--- config.mk ---
export PLATFORM = sky130hd
export DESIGN_NAME = invsqrt_nr_scheduler
export DESIGN_NICKNAME = d
export VERILOG_FILES = /design/src/rtl/invsqrt_nr_scheduler.sv
export SDC_FILE = /design/constraint.sdc
export NUM_CORES = 1
export LEC_CHECK = 0
export CORE_MARGIN = 2
export CORE_UTILIZATION = 46
export DETAILED_ROUTE_END_ITERATION = 10
export PLACE_DENSITY = 0.81
export SLEW_MARGIN = 20
export SYNTH_ARGS = -nofsm -noshare
export SYNTH_HDL_FRONTEND = slang
export SYNTH_SLANG_ARGS = --single-unit
--- constraint.sdc ---
create_clock -name clk -period 2 [get_ports clk]
set_clock_uncertainty 0.15 [all_clocks]
set_input_delay 0.4 -clock clk [delete_from_list [all_inputs] [get_ports clk]]
set_output_delay 0.4 -clock clk [all_outputs]
set_load 0.005 [all_outputs]
--- src/rtl/invsqrt_nr_scheduler.sv ---
// invsqrt_nr_scheduler: issue scheduler for the shared Newton-Raphson
// inverse-square-root pipeline. It seeds each operand with the magic
// constant and recirculates it ITERS times through the fixed-latency
// pipeline. A delay line aligned with the pipeline tracks the iteration
// count and tag of every slot.
// Optional build macro: SDUP_SCHED_CHECK_EN. When it is defined, ret_valid
// is checked against the delay line, mismatches set a sticky err, and
// returns that have no matching slot are dropped.
module invsqrt_nr_scheduler #(
  parameter int PIPE_LAT = 4,
  parameter int ITERS    = 2,
  parameter int TAG_W    = 4
) (
  input  logic             clk,
  input  logic             rst_n,
  input  logic             in_valid,
  output logic             in_ready,
  input  logic [30:0]      in_x,
  input  logic [TAG_W-1:0] in_tag,
  output logic             pipe_valid,
  output logic [30:0]      pipe_x,
  output logic [30:0]      pipe_y,
  input  logic             ret_valid,
  input  logic [30:0]      ret_x,
  input  logic [30:0]      ret_y,
  output logic             out_valid,
  output logic [30:0]      out_y,
  output logic [TAG_W-1:0] out_tag,
  output logic             busy,
  output logic             err
);

  typedef struct packed {
    logic             v;
    logic [2:0]       it;
    logic [TAG_W-1:0] tag;
  } slot_t;

  localparam logic [2:0] LAST_IT = 3'(ITERS - 1);

  // dl[PIPE_LAT] lines up with the cycle in which ret_valid arrives
  slot_t [PIPE_LAT:0] dl;
  slot_t              last;
  logic               ret_ok, recirc, retire, accept;
  logic [30:0]        seed;
  logic               unused_lsb;

  assign last = dl[PIPE_LAT];

  // The seed uses x >> 1, so the mantissa LSB never contributes
  assign unused_lsb = in_x[0];
  assign seed       = 31'h5F3759DF - {1'b0, in_x[30:1]};

`ifdef SDUP_SCHED_CHECK_EN
  assign ret_ok = ret_valid & last.v;
`else
  assign ret_ok = ret_valid;
`endif

  // A recirculation takes the issue slot, so a new request is refused
  // in any cycle where a non-final return arrives.
  assign in_ready = !(ret_valid && (last.it < LAST_IT));
  assign recirc   = ret_ok && (last.it < LAST_IT);
  assign retire   = ret_ok && (last.it == LAST_IT);
  assign accept   = in_valid && in_ready;

  // Issue register: a recirculation wins over a new operand; otherwise hold
  always_ff @(posedge clk or negedge rst_n) begin
    if (!rst_n) begin
      pipe_valid <= 1'b0;
      pipe_x     <= '0;
      pipe_y     <= '0;
    end else begin
      pipe_valid <= recirc | accept;
      if (recirc) begin
        pipe_x <= ret_x;
        pipe_y <= ret_y;
      end else if (accept) begin
        pipe_x <= in_x;
        pipe_y <= seed;
      end
    end
  end

  // Slot delay line: stage 0 is loaded together with the issue register
  always_ff @(posedge clk or negedge rst_n) begin
    if (!rst_n) begin
      dl <= '0;
    end else begin
      if (recirc)      dl[0] <= '{v: 1'b1, it: last.it + 3'd1, tag: last.tag};
      else if (accept) dl[0] <= '{v: 1'b1, it: 3'd0, tag: in_tag};
      else             dl[0] <= '0;
      for (int k = 1; k <= PIPE_LAT; k++) dl[k] <= dl[k-1];
    end
  end

  // Result register: one-cycle strobe on the final return
  always_ff @(posedge clk or negedge rst_n) begin
    if (!rst_n) begin
      out_valid <= 1'b0;
      out_y     <= '0;
      out_tag   <= '0;
    end else begin
      out_valid <= retire;
      if (retire) begin
        out_y   <= ret_y;
        out_tag <= last.tag;
      end
    end
  end

`ifdef SDUP_SCHED_CHECK_EN
  // Sticky flag: a return without a slot, or a slot without a return
  always_ff @(posedge clk or negedge rst_n) begin
    if (!rst_n)                   err <= 1'b0;
    else if (ret_valid != last.v) err <= 1'b1;
  end
`else
  assign err = 1'b0;
`endif

  // Anything in flight, whether in the issue register or in the delay line
  always_comb begin
    busy = pipe_valid;
    for (int k = 0; k <= PIPE_LAT; k++) busy = busy | dl[k].v;
  end

endmodule
==> After elaboration in Yosys (flattened, before gate mapping) <==
Cells that the tools add are included.
{ "totals": {"ff_bits": 139, "input_bits": 101, "out_inout_bits": 102, "elab_cells": 42} }
{ "classes": {"add_sub_neg": 2, "order_cmp": 1, "eq_ne": 1, "n_mux": 6, "bitwise_logic": 6, "n_reduce_logical": 5} }
{ "op_table": {"columns": ["op", "n"], "rows": [
  ["$mux W31", 4],
  ["$sub A31 B30 Y31 const A", 1],
  ["$mux W8", 2],
  ["$or A1 B1 Y1", 6],
  ["$add A3 B1 Y3 const B", 1],
  ["$eq A3 B1 Y1 const B", 1],
  ["$logic_and A1 B1 Y1", 3],
  ["$lt A3 B1 Y1 const B", 1],
  ["$reduce_bool A2 Y1", 1],
  ["$logic_not A1 Y1", 1]
]} }

==> Longest topological paths before layout <==
Gate-level depths: netlist of run 1.
{ "logic_depth": {"ltp_word": 6, "depth_mapped": 8, "ltp_nobuf": 7} }

==> Least setup slack after synthesis of run 1 <==
OpenSTA, ideal clock, no wires.
{ "synth_path": {"path_type": "input -> register", "startpoint": "input port in_x[6]", "endpoint": "register pipe_y[29]", "setup_ps": 125, "arrival_time_ps": 1701, "t_required_ps": 1725, "path_slack_ps": 25, "path_stages": 7, "path_buffers": 0, "cell_sequence": "ha_1 a311o_1 nand3_2 a211oi_2 a211oi_2 mux2i_1 o21ai_1"} }
{ "synth_between": {"elab_chain_cells": 3} }
{ "synth_lines": {"columns": ["item", "line_no", "text"], "rows": [
  ["start, declared", "18", "input logic [30:0] in_x,"],
  ["$sub A31 B30 Y31", "52", "assign seed = 31'h5F3759DF - {1'b0, in_x[30:1]};"],
  ["$mux W31", "78", "end else if (accept) begin"],
  ["$mux W31", "75", "if (recirc) begin"],
  ["end signal, assigned", "77", "pipe_y <= ret_y;"],
  ["end, declared", "22", "output logic [30:0] pipe_y,"]
]} }
Every way passes these cells. The select of a mux whose other input is x is not followed.
A chain may end at the register's enable or synchronous reset.

==> Final worst setup path of run 1 <==
{ "layout_path": {"startpoint": "register dl[36] in the netlist's numbering", "endpoint": "output port in_ready"} }
{ "layout_between": {"elab_chain_cells": 3} }
{ "layout_lines": {"columns": ["item", "line_no", "text"], "rows": [
  ["start, declared", "42", "slot_t [PIPE_LAT:0] dl;"],
  ["$lt A3 B1 Y1", "62", "assign in_ready = !(ret_valid && (last.it < LAST_IT));"],
  ["$logic_and A1 B1 Y1", "62", null],
  ["$logic_not A1 Y1", "62", null],
  ["end, declared", "17", "output logic in_ready,"]
]} }
Every way passes these cells.

==> flow_summary.json, run 1 <==
{
  "status": "finished with violations",
  "violations": "setup timing",
  "die_height_um": 119,
  "fin_tns_setup_ns": -0.0628,
  "final_util": 0.743,
  "ys_ff_latch": 138,
  "finalSetupViolations": 1,
  "hold_violations": 0,
  "htree_levels": 4,
  "p_sw_mw": 2.52,
  "cts.sinks": 138,
  "rsz0062_at_grt": "yes",
  "drtIter0Drc": 336,
  "ioPinCount": 203,
  "switching_share": 0.274,
  "synth-adder-area-share": 0.00621,
  "grt_max_degree": 54,
  "start_util": 0.475,
  "synth_xor_xnor_area_share": 0.0261,
  "gr-total-overflow": 0,
  "critPathArrivalTime_ns": 1.51,
  "die_w_um": 119,
  "avgSynthCellArea_um2": 10.1,
  "port_buffers": 201,
  "synth-warning-count": 0,
  "total_power_mw": 9.18,
  "required_ns": 1.45,
  "die_area_mm2": 0.0141,
  "async_flop_share": 1.00,
  "place_area_mm2": 0.00868,
  "yosys.area_share.simple": 0.170,
  "nets": 962,
  "row_count": 41,
  "drcViolationCount": 0,
  "synth_top_family_by_area": "simple AND/OR/NAND/NOR gates",
  "synthDistinctLibCells": 54,
  "coreArea_mm2": 0.0127,
  "place_hpwl_mm": 13.2,
  "endpoint_kind": "output port",
  "routedWlPerCell_um": 17.3,
  "r2r_slack_ns": 0.10,
  "crit_path_max_fanout": 2,
  "ys_seq_area_frac": 0.571,
  "syn2layout_area_growth_pct": 56.4,
  "grt_pass1_vias": 5581,
  "clk_pin_slew_ns": 0.06,
  "synth.net_count": 701,
  "syn_area_mm2": 0.00605,
  "r2r_end": "pipe_y[16]$_DFFE_PN0P_",
  "startpoint_type": "register",
  "grt_antenna_before_repair": 0,
  "hold_path_class": "register to register",
  "holdPathStages": 0,
  "cts_buffers": 17,
  "whs_endpoint": "dl[36]$_DFF_PN0_",
  "synth-edff-count": 0,
  "power.density_mw_per_mm2": 971,
  "place_congestion": 0.894,
  "drive_above_1_share": 0.163,
  "seqPwrFrac": 0.394,
  "clockRootBuffer": "clkbuf_16",
  "worstHoldStart": "dl[28]$_DFF_PN0_",
  "p_leak_nw": 4.42,
  "grt_first_pass_wirelength_mm": 29.2,
  "cts_buffer_depth": 2,
  "dr.pass1.iters": 4,
  "routed_via_density": 5.14,
  "reg2regPathDepth": 6,
  "synth_cells": 597,
  "finish.instance_area_mm2": 0.00946,
  "synth_flop_cell": "dfrtp_1",
  "vias": 5358,
  "drv_slew": 0,
  "p_clk_frac": 0.345,
  "reg2reg_from": "dl[36]$_DFF_PN0_",
  "ant_nets": 0,
  "timing.fmax_mhz": 485,
  "timing.final.crit_share": 1.03,
  "grt_usage": 0.265,
  "routed_wl_mm": 18.1,
  "period_needed_ns": 2.06,
  "intPower_mw": 6.66,
  "comb_power_share": 0.261,
  "drv_cap": 0,
  "irDropWorstVdd_mv": 0.561,
  "criticalPathCategory": "register to output port",
  "clock_latency_ns": 0.42,
  "fin_ws_ns": -0.0628,
  "yosys-mux-area-fraction": 0.0728,
  "synth-compound-area-share": 0.113,
  "diodes": 0,
  "cts_tree": "yes"
}
==> cells in the mapped netlist (7+ instances only) <==
master    instances  share of area
a21oi_1          20          0.017
buf_2            12         0.0099
clkbuf_1         14         0.0087
dfrtp_1         138           0.57
inv_1            13         0.0081
mux2i_1          44          0.073
nand2_1         169           0.10
nand3_1           7         0.0058
nor2_1           15         0.0093
nor3b_1          10          0.012
o21ai_0          51          0.042
o21ai_1          15          0.012
xnor2_1          11          0.016
xor2_1            7          0.010
==> power groups by stage <==
stage | Combinational, mW | Sequential, mW | Clock, mW
finish | 2.40 | 3.62 | 3.17
global route | 2.59 | 3.68 | 3.34
CTS | 2.41 | 3.62 | 3.21
detailed placement | 2.35 | 3.66 | 0
global placement | 2.29 | 3.63 | 0
floorplan | 0.744 | 3.65 | 0
==> layout make-up <==
class / count / area, um^2
Clock buffer: 20 / 467
Timing Repair inverter: 2 / 20.0
Clock inverter: 12 / 138
Sequential cell: 138 / 3450
Multi-Input combinational cell: 408 / 2410
Tap cell: 172 / 215
Inverter: 15 / 68.8
Fill cell: 923 / 3270
Timing Repair Buffer: 276 / 2680
==> per-layer routing <==
metal | track usage | part of all wire
met5 | 0 | 0
met4 | 0.103 | 0.032
met3 | 0.0753 | 0.051
met2 | 0.434 | 0.50
met1 | 0.333 | 0.42
==> registers in the layout, summed over array words and instances (netlist names) <==
name and flops:
dl 40, out_tag 4, out_valid 1, out_y 31
pipe_x 31, pipe_y 31
==> worst max path at each step <==
stage,start,to
5_1_grt,dl[36]$_DFF_PN0_,in_ready
4_1_cts,dl[38]$_DFF_PN0_,in_ready
3_5_place_dp,in_x[6],pipe_y[23]$_DFFE_PN0P_
3_3_place_gp,in_x[6],pipe_y[23]$_DFFE_PN0P_
2_1_floorplan,in_x[6],pipe_y[29]$_DFFE_PN0P_
6_report,dl[36]$_DFF_PN0_,in_ready
==> cells by family after synthesis <==
kind of cell             Yosys count
AND/OR/NAND/NOR                  232
flip-flops                       138
AO/OA/AOI/OAI                    110
buffers and inverters             51
multiplexers                      44
XOR/XNOR                          18
adder cells (fa/ha/maj)            3
other                              1
==> stage by stage <==
stage / worst slack [ns] / hold slack, ns / cells
floorplan: 0.0246 / -0.0456 / 597
detailed placement: -0.569 / 0.186 / 1002
global placement: -0.512 / 0.184 / 1002
CTS: -0.0825 / 0.195 / 1042
global route: -0.0940 / 0.195 / 1043
finish: -0.0628 / 0.191 / 1043
==> placed cells by master, fill, tap and decap left out, types with 3 or more instances in the layout <==
cell type          n
dlygate4sd2_1      3
o211ai_2           3
a21oi_1           17
clkbuf_16         17
nor3b_1           10
buf_6              3
a21oi_2            3
buf_12             6
nor3_1             3
a211oi_2           3
o21ai_1           17
xnor2_1           11
clkbuf_8           3
nand3_1            7
nor2_1            14
dfrtp_1          138
dlymetal6s2s_1    11
buf_4             68
nand2_1          168
xor2_1             7
clkdlybuf4s50_1  184
and3_1             4
inv_1             13
nand2b_1           3
nor3_2             4
a21o_1             3
clkinv_4           4
mux2i_1           44
nand4_1            3
o21ai_0           49
inv_6              3
==> worst max-delay path, cell delays in order, from the launching register on <==
cell	delay (ns)
dfrtp_1	0.39
or4b_4	0.57
buf_6	0.14
==> repair_timing <==
item                                    CTS  global route
endpoints found under the hold margin    49             0
setup buffers                             5             2
gates cloned                              2             0
endpoints found under the setup margin   64            62
resized for setup                        17            20
hold buffers                              1             0
pin swaps                                 7             7
(Power assumes the default switching activity.)
==> run 2: changes to the inputs <==
Settings changed: PLACE_DENSITY 0.81 to 0.77.
==> run 2 against run 1 <==
The flow still finishes with violations (setup timing). Sequential power hardly changed. Global-route usage is 0.35 points lower. Critical endpoint unchanged. Die area stayed put.
==> flow_summary.json, run 2 (synthesized netlist as in run 1, its figures left out) <==
{
  "routed_via_density": 5.15,
  "layout_common_cells": "191 x clkdlybuf4s50_1, 168 x nand2_1, 138 x dfrtp_1",
  "fill_cells": 959,
  "hold_path_class": "register to register",
  "drive_above_1_share": 0.157,
  "start_util": 0.475,
  "cts_buffer_depth": 2,
  "fin_hold_ws_ns": 0.196,
  "hold_violations": 0,
  "timing.final.crit_share": 1.04,
  "met1_usage": 0.325,
  "p_leak_nw": 4.32,
  "drcViolationCount": 0,
  "violations": "setup timing",
  "diodes": 0,
  "criticalPathCategory": "register to output port",
  "place_congestion": 0.853,
  "gr-total-overflow": 0,
  "coreArea_mm2": 0.0127,
  "place_hpwl_mm": 13.1,
  "grt_pass1_vias": 5419,
  "cts_tree": "yes",
  "routedWlPerCell_um": 17.3,
  "clock_latency_ns": 0.42,
  "endpoint_kind": "output port",
  "period_needed_ns": 2.08,
  "port_buffers": 201,
  "nets": 964,
  "dp_cells": 1003,
  "fin_cells": 1044,
  "startpoint_type": "register",
  "use_met2": 0.431,
  "finalSetupViolations": 1,
  "cts.sinks": 138,
  "ant_nets": 0,
  "dr.pass1.iters": 5,
  "critPathArrivalTime_ns": 1.53,
  "die_height_um": 119,
  "htree_levels": 4,
  "required_ns": 1.45,
  "routed_wl_mm": 18.0,
  "grt.busiest_layer": "met2",
  "die_w_um": 119,
  "grtUsageMet3": 0.0661,
  "grt_antenna_before_repair": 0,
  "drtIter0Drc": 402,
  "power.density_mw_per_mm2": 951,
  "regMostFlops": "dl",
  "status": "finished with violations",
  "grt_max_degree": 41,
  "row_count": 41,
  "pre_cts_slack_ns": -0.522,
  "largest_reg_flops": 40,
  "crit_path_max_fanout": 2,
  "syn2layout_area_growth_pct": 54.4,
  "ioPinCount": 203,
  "timing.fmax_mhz": 480,
  "drv_cap": 0,
  "rsz0062_at_grt": "yes",
  "die_area_mm2": 0.0141,
  "grt_usage": 0.261,
  "clk_pin_slew_ns": 0.06,
  "vias": 5377,
  "fin_ws_ns": -0.0819,
  "irDropWorstVdd_mv": 0.641,
  "layout_commonest_cell": "clkdlybuf4s50_1",
  "drv_slew": 0,
  "grt_first_pass_wirelength_mm": 28.4,
  "clockRootBuffer": "clkbuf_16",
  "cts_buffers": 17
}
run 2: changes by cell type in the layout (fill, tap and decap cells not counted), moves of 3 or more:
cell,change
clkinv_2,+5
clkbuf_8,-3
clkdlybuf4s50_1,+7
dlymetal6s2s_1,-8
run 2: path summary, 6_finish.rpt:
path,slack (ns),cells past startpoint,end,from
min in group asynchronous,0.30,2,out_tag[0]$_DFFE_PN0P_,rst_n
worst min register to register,0.20,0,dl[17]$_DFF_PN0_,dl[9]$_DFF_PN0_
worst max register to register,0.03,6,pipe_y[29]$_DFFE_PN0P_,dl[38]$_DFF_PN0_
max in group asynchronous,0.82,3,pipe_x[30]$_DFFE_PN0P_,rst_n
worst max-delay path,-0.08,2,in_ready,dl[38]$_DFF_PN0_
worst min-delay path,0.20,0,dl[17]$_DFF_PN0_,dl[9]$_DFF_PN0_
run 2: power breakdown:
group | switching, mW | internal [mW] | total [mW]
Combinational | 0.992 | 1.39 | 2.39
Clock | 1.18 | 1.69 | 2.87
Sequential | 0.294 | 3.32 | 3.62
Total | 2.47 | 6.41 | 8.87
run 2: cell type report:
| cell class | count | area [um^2] | share of cell area |
|---|---|---|---|
| timing repair inverter | 2 | 17.5 | 0.00188 |
| clock buffer | 18 | 429 | 0.0460 |
| tap | 172 | 215 | 0.0231 |
| inverter | 15 | 68.8 | 0.00737 |
| timing repair buffer | 278 | 2670 | 0.286 |
| multi-input combinational | 408 | 2370 | 0.254 |
| sequential | 138 | 3450 | 0.370 |
| clock inverter | 13 | 105 | 0.0113 |
run 2: critical path: stages, from the launching register on:
cell and delay (ns):
dfrtp_1 0.39, or4b_4 0.58, buf_6 0.14
run 2: per-layer routing:
| layer | part of all wire | vias to the layer above | wire length [um] |
|---|---|---|---|
| met5 | 0 | - | 0 |
| met4 | 0.030 | 0 | 544 |
| met3 | 0.057 | 39 | 1030 |
| met2 | 0.50 | 188 | 8970 |
| met1 | 0.41 | 2627 | 7470 |
| li1 | - | 2523 | - |
run 2: stage by stage:
step	cell area, um^2	power [mW]	util	setup TNS [ns]
finish	9340	8.87	0.734	-0.0819
global route	9340	9.26	0.734	-0.141
CTS	9310	8.93	0.731	-0.0870
detailed placement	8680	6.00	0.683	-31.66
global placement	8680	5.92	0.683	-28.98
floorplan	6050	4.39	-	0
run 2: what timing repair did:
action | CTS | global route
buffers inserted | 5 | 3
gates resized for setup | 17 | 3
gates cloned | 2 | 0
hold buffers | 1 | 0
pin swaps | 11 | 5
endpoints found under the setup margin | 59 | 11
endpoints found under the hold margin | 34 | 0
==> run 3: changes to the inputs <==
Settings changed: CTS_CLUSTER_DIAMETER set to 60.
==> results of run 3 <==
Same layout as run 2: the final DEF is identical, and so are final timing and power.
